$ cat src/rtl/rr_fifo_arbiter_pkg.sv
// Shared state encoding and counter width for the FIFO burst arbiter.
package arb_pkg;
  localparam int STATE_W = 3;
  localparam int CNT_W   = 4;

  typedef logic [STATE_W-1:0] state_t;

  localparam state_t S_IDLE  = 3'd0;
  localparam state_t S_ARB   = 3'd1;
  localparam state_t S_XFER  = 3'd2;
  localparam state_t S_DRAIN = 3'd3;
  localparam state_t S_HOLD  = 3'd4;
endpackage

$ cat src/rtl/rr_fifo_arbiter_rr_pick.sv
// Combinational find-first over the request vector: starts just after ptr_i (wrapping),
// or at bit 0 when strict_i is set.
module rr_pick #(
  parameter int N_CH = 4,
  parameter int ID_W = $clog2(N_CH)
) (
  input  logic [N_CH-1:0] req_i,
  input  logic [ID_W-1:0] ptr_i,
  input  logic            strict_i,
  output logic [ID_W-1:0] gnt_id_o,
  output logic            gnt_vld_o
);
  int   cand;
  logic found;

  always_comb begin
    gnt_id_o = '0;
    found    = 1'b0;
    cand     = 0;
    for (int i = 0; i < N_CH; i++) begin
      cand = strict_i ? i : (int'(ptr_i) + 1 + i) % N_CH;
      if (!found && req_i[cand[ID_W-1:0]]) begin
        found    = 1'b1;
        gnt_id_o = cand[ID_W-1:0];
      end
    end
    gnt_vld_o = found;
  end
endmodule

$ cat src/rtl/rr_fifo_arbiter.sv
// Drains N_CH source FIFOs into one downstream FIFO in bursts of up to BURST words.
// Build option ARB_STRICT_PRIO_EN: lowest-index non-empty source wins instead of round-robin.
module rr_fifo_arbiter
  import arb_pkg::*;
#(
  parameter int N_CH   = 4,
  parameter int DATA_W = 10,
  parameter int BURST  = 4
) (
  input  logic                     clk_i,
  input  logic                     reset_i,
  input  logic                     active_i,
  input  logic [N_CH-1:0]          src_empty_i,
  input  logic [N_CH*DATA_W-1:0]   src_data_i,
  input  logic                     dn_almost_full_i,
  output logic [N_CH-1:0]          src_pop_o,
  output logic                     dn_push_o,
  output logic [DATA_W-1:0]        dn_data_o,
  output logic [$clog2(N_CH)-1:0]  grant_id_o,
  output logic                     busy_o
);
  // States: IDLE wait for active | ARB pick source | XFER pop burst | DRAIN last push | HOLD downstream full
  localparam int ID_W = $clog2(N_CH);

  state_t            state_q, state_d;
  logic [ID_W-1:0]   gnt_q, gnt_d, ptr_q, ptr_d, pick_id;
  logic [CNT_W-1:0]  cnt_q, cnt_d;
  logic [N_CH-1:0]   pop_q, pop_d;
  logic              push_q;
  logic [DATA_W-1:0] data_q;
  logic              pick_vld, strict, pop_ok;

`ifdef ARB_STRICT_PRIO_EN
  assign strict = 1'b1;
`else
  assign strict = 1'b0;
`endif

  rr_pick #(.N_CH(N_CH), .ID_W(ID_W)) u_pick (
    .req_i     (~src_empty_i),
    .ptr_i     (ptr_q),
    .strict_i  (strict),
    .gnt_id_o  (pick_id),
    .gnt_vld_o (pick_vld)
  );

  assign pop_ok = active_i && !dn_almost_full_i && !src_empty_i[gnt_q] &&
                  (cnt_q < CNT_W'(BURST));

  always_ff @(posedge clk_i) begin
    if (!reset_i) begin
      state_q <= S_IDLE;
      gnt_q   <= '0;
      ptr_q   <= ID_W'(N_CH - 1);
      cnt_q   <= '0;
      pop_q   <= '0;
      push_q  <= 1'b0;
      data_q  <= '0;
    end else begin
      state_q <= state_d;
      gnt_q   <= gnt_d;
      ptr_q   <= ptr_d;
      cnt_q   <= cnt_d;
      pop_q   <= pop_d;
      // Source data is valid the cycle after the pop strobe, so push follows pop by one edge.
      push_q  <= |pop_q;
      if (|pop_q) data_q <= src_data_i[gnt_q*DATA_W +: DATA_W];
    end
  end

  always_comb begin
    state_d = state_q;
    gnt_d   = gnt_q;
    ptr_d   = ptr_q;
    cnt_d   = cnt_q;
    pop_d   = '0;
    unique case (state_q)
      S_IDLE: if (active_i) state_d = S_ARB;
      S_ARB: begin
        if (!active_i) state_d = S_IDLE;
        else if (dn_almost_full_i) state_d = S_HOLD;
        else if (pick_vld) begin
          gnt_d   = pick_id;
          ptr_d   = pick_id;
          cnt_d   = '0;
          state_d = S_XFER;
        end
      end
      S_XFER: begin
        if (pop_ok) begin
          pop_d[gnt_q] = 1'b1;
          cnt_d        = cnt_q + CNT_W'(1);
        end else begin
          state_d = S_DRAIN;
        end
      end
      S_DRAIN: begin
        if (dn_almost_full_i) state_d = S_HOLD;
        else if (!active_i) state_d = S_IDLE;
        else state_d = S_ARB;
      end
      S_HOLD: if (!dn_almost_full_i) state_d = active_i ? S_ARB : S_IDLE;
      default: state_d = S_IDLE;
    endcase
  end

  always_comb begin
    busy_o     = (state_q == S_XFER) || (state_q == S_DRAIN);
    src_pop_o  = pop_q;
    dn_push_o  = push_q;
    dn_data_o  = data_q;
    grant_id_o = gnt_q;
  end
endmodule

$ cat config.mk
export PLATFORM = sky130hd
export DESIGN_NAME = rr_fifo_arbiter
export DESIGN_NICKNAME = d
export VERILOG_FILES = /design/src/rtl/rr_fifo_arbiter_pkg.sv /design/src/rtl/rr_fifo_arbiter_rr_pick.sv /design/src/rtl/rr_fifo_arbiter.sv
export SDC_FILE = /design/constraint.sdc
export NUM_CORES = 1
export LEC_CHECK = 0
export ABC_AREA = 1
export ABC_CLOCK_PERIOD_IN_PS = 1400
export CELL_PAD_IN_SITES_DETAIL_PLACEMENT = 2
export CELL_PAD_IN_SITES_GLOBAL_PLACEMENT = 2
export CORE_ASPECT_RATIO = 0.8
export CORE_MARGIN = 1.5
export CORE_UTILIZATION = 19
export CTS_CLUSTER_SIZE = 40
export DETAILED_ROUTE_END_ITERATION = 16
export PLACE_DENSITY_LB_ADDON = 0.1
export SLEW_MARGIN = 20
export SYNTH_ARGS = -nofsm -noshare
export SYNTH_HDL_FRONTEND = slang
export SYNTH_SLANG_ARGS = --single-unit
$ cat constraint.sdc
create_clock -name clk_i -period 1.4 [get_ports clk_i]
set_input_delay 0.21 -clock clk_i [delete_from_list [all_inputs] [get_ports clk_i]]
set_output_delay 0.21 -clock clk_i [all_outputs]
set_load 0.01 [all_outputs]
==> results.json <==
{
  "status": "complete, but fails checks",
  "failed_checks": "setup timing",
  "layout-drive-gt1-share_pct": 40.6,
  "power.density_nw_per_um2": 687,
  "first_global_vias": 2279,
  "gp_congestion": 0.723,
  "worstPathCellList": "buf_8 > nand2_4 > nand2_4 > nand2_4 > nand2_4 > nand3_4 > nor2_4 > nand2_2 > nand2_2 > nand2_1 > nand2_1 > nor2_1",
  "syn-num-nets": 293,
  "grt_usage_pct": 15.5,
  "numPortBuffers": 65,
  "crit_type": "reg -> reg",
  "core_um2": 8060,
  "syn2layout_area_growth_pct": 99.0,
  "rsz0062_at_grt": "yes",
  "insertion_delay_ns": 0.27,
  "synth_seq_cells": 26,
  "relSlewSlack_pct": 78.2,
  "die_area_um2": 8970,
  "path_max_fanout": 5,
  "die_x_um": 106,
  "layout_commonest_cell": "clkdlybuf4s50_1",
  "setup_slack_ns": -0.143,
  "numPlacedInstances": 447,
  "cts_sinks": 26,
  "die_h_um": 85.0,
  "min_path_type": "reg -> reg",
  "cp.required_ns": 1.57,
  "grt_antenna_before_repair": 0,
  "yosysSeqAreaShare_pct": 32.6,
  "drc_errors": 0,
  "place_area_um2": 2630,
  "antenna_cells": 0,
  "clockRootBuffer": "clkbuf_8",
  "multi_input_area_um2": 1320,
  "finalSetupViolCount": 10,
  "overflow": 0,
  "h-tree-depth": 1,
  "rows": 29,
  "p_leak_nw": 1.44,
  "syn_area_um2": 1600,
  "cp_common_cell": "nand2_4",
  "total_power_mw": 2.18,
  "cp_slowest_stage_delay_ns": 0.42,
  "wirelength_um": 7010,
  "met3_usage_pct": 1.69,
  "place_ws_ns": -0.426,
  "use_met2_pct": 25.7,
  "cp.arrival_ns": 1.72,
  "fin_crit_sh_pct": 110,
  "cp_num_buf_inv": 1,
  "hold_violations": 0,
  "fin_crit_ns": 1.54,
  "grt_max_degree": 21,
  "whs_ns": 0.468,
  "grt_busiest_layer": "met2",
  "start_kind": "flop",
  "hpwl_um": 5500,
  "vdd_drop_max_uv": 312,
  "ant_nets": 0,
  "numCtsBuffers": 3,
  "crit_family": "simple AND/OR/NAND/NOR gates",
  "worst_pin_slew_ns": 0.324,
  "stdcell_area_um2": 3180,
  "final_max_slew_viol_count": 0,
  "endpoint_kind": "flop",
  "drt_iter0_markers": 40,
  "nets": 398,
  "seq_area_um2": 536,
  "clk_transition_reported_paths_ns": 0.09,
  "vias": 2025,
  "ys_warn_count": 0,
  "grt_pass1_wl_um": 11300,
  "fmax_mhz": 648,
  "syn_inst": 244,
  "setup-tns-final_ns": -0.696,
  "drv_cap": 0,
  "cp_slowest_cell": "dfxtp_4",
  "ioPinCount": 66,
  "layout_common_cells": "48 x clkdlybuf4s50_1, 45 x nand2_1, 33 x buf_4",
  "ys_types": 28,
  "initial_core_util_pct": 19.8,
  "fin_cells": 455,
  "met1_usage_pct": 22.2,
  "utilization_pct": 39.5,
  "tritoncts": "yes",
  "skew_ns": 0.00748,
  "first_pass_iters": 4,
  "wl_per_cell_um": 15.4,
  "syn_area_per_cell_um2": 6.55,
  "clk_path_buf_depth": 2,
  "n_fill_cell": 929,
  "viasPerCell": 4.45
}
## per-layer routing
metal	share of wire, %	routed length, um
met5	0	0
met4	0.41	29
met3	2.5	172
met2	48	3350
met1	49	3460
## final cells by class
class / count / area share (%)
Timing Repair Buffer: 109 / 32.6
Clock buffer: 3 / 1.30
Sequential cell: 26 / 16.8
Tap cell: 108 / 4.25
Inverter: 26 / 3.54
Multi-Input combinational cell: 183 / 41.4
## worst register-to-register path: stages (launching register included)
cell and delay, ns:
dfxtp_4 0.42, buf_8 0.15, nand2_4 0.06, nand2_4 0.11
nand2_4 0.07, nand2_4 0.10, nand3_4 0.08, nor2_4 0.13
nand2_2 0.08, nand2_2 0.07, nand2_1 0.06, nand2_1 0.09
nor2_1 0.05
## sequential cells by signal, indices dropped and copies added (netlist names)
register    flops
cnt_q           4
dn_data_o      10
dn_push_o       1
grant_id_o      2
ptr_q           2
src_pop_o       4
state_q         3
## worst paths after layout
path,startpoint,to,slack [ns],cells past startpoint
min,cnt_q[3],cnt_q[3],0.47,2
max,ptr_q[0],state_q[1],-0.14,12
min reg2reg,cnt_q[3],cnt_q[3],0.47,2
max reg2reg,ptr_q[0],state_q[1],-0.14,12
## cells in the mapped netlist (all sizes together)
| library cell | instances | share of area (%) |
|---|---|---|
| nand2 | 87 | 23 |
| a21oi | 29 | 9.1 |
| dfxtp | 26 | 33 |
| inv | 25 | 5.9 |
| nor2 | 14 | 4.2 |
| nand3 | 13 | 4.7 |
| o21ai | 12 | 3.8 |
| a221oi | 10 | 5.5 |
| clkbuf | 7 | 1.6 |
| nor3 | 5 | 1.9 |
| o211ai | 3 | 1.4 |
| buf | 2 | 1.4 |
| nand4 | 2 | 0.78 |
| o22ai | 2 | 0.78 |
| clkinv | 1 | 0.23 |
| ha | 1 | 0.78 |
| nand3b | 1 | 0.47 |
| nor4 | 1 | 0.39 |
| o2111ai | 1 | 0.55 |
| o21a | 1 | 0.47 |
| or2 | 1 | 0.39 |
## timing repair
item / 4_1_cts / 5_1_grt
gates resized for setup: 102 / 40
pin swaps: 34 / 21
endpoints found under the setup margin: 31 / 31
gates cloned: 0 / 0
hold buffers: 0 / 0
buffers inserted: 8 / 1
## where the power goes
group	internal (mW)	leakage [nW]	total [mW]	switching, mW
clock	0.193	0.0216	0.420	0.227
sequential	0.770	0.212	0.809	0.0390
combinational	0.473	1.20	0.954	0.481
## kinds of logic (layout without fill, tap and decap cells)
family | Yosys count | in the layout | synth area share (%)
and+or+nand+nor | 124 | 124 | 35.9
AOI/OAI and AO/OA | 58 | 58 | 21.5
buffers and inverters | 35 | 138 | 9.16
DFF | 26 | 26 | 32.6
adders and majority gates | 1 | 1 | 0.783
No activity file was read; power rests on OpenSTA's default activity.
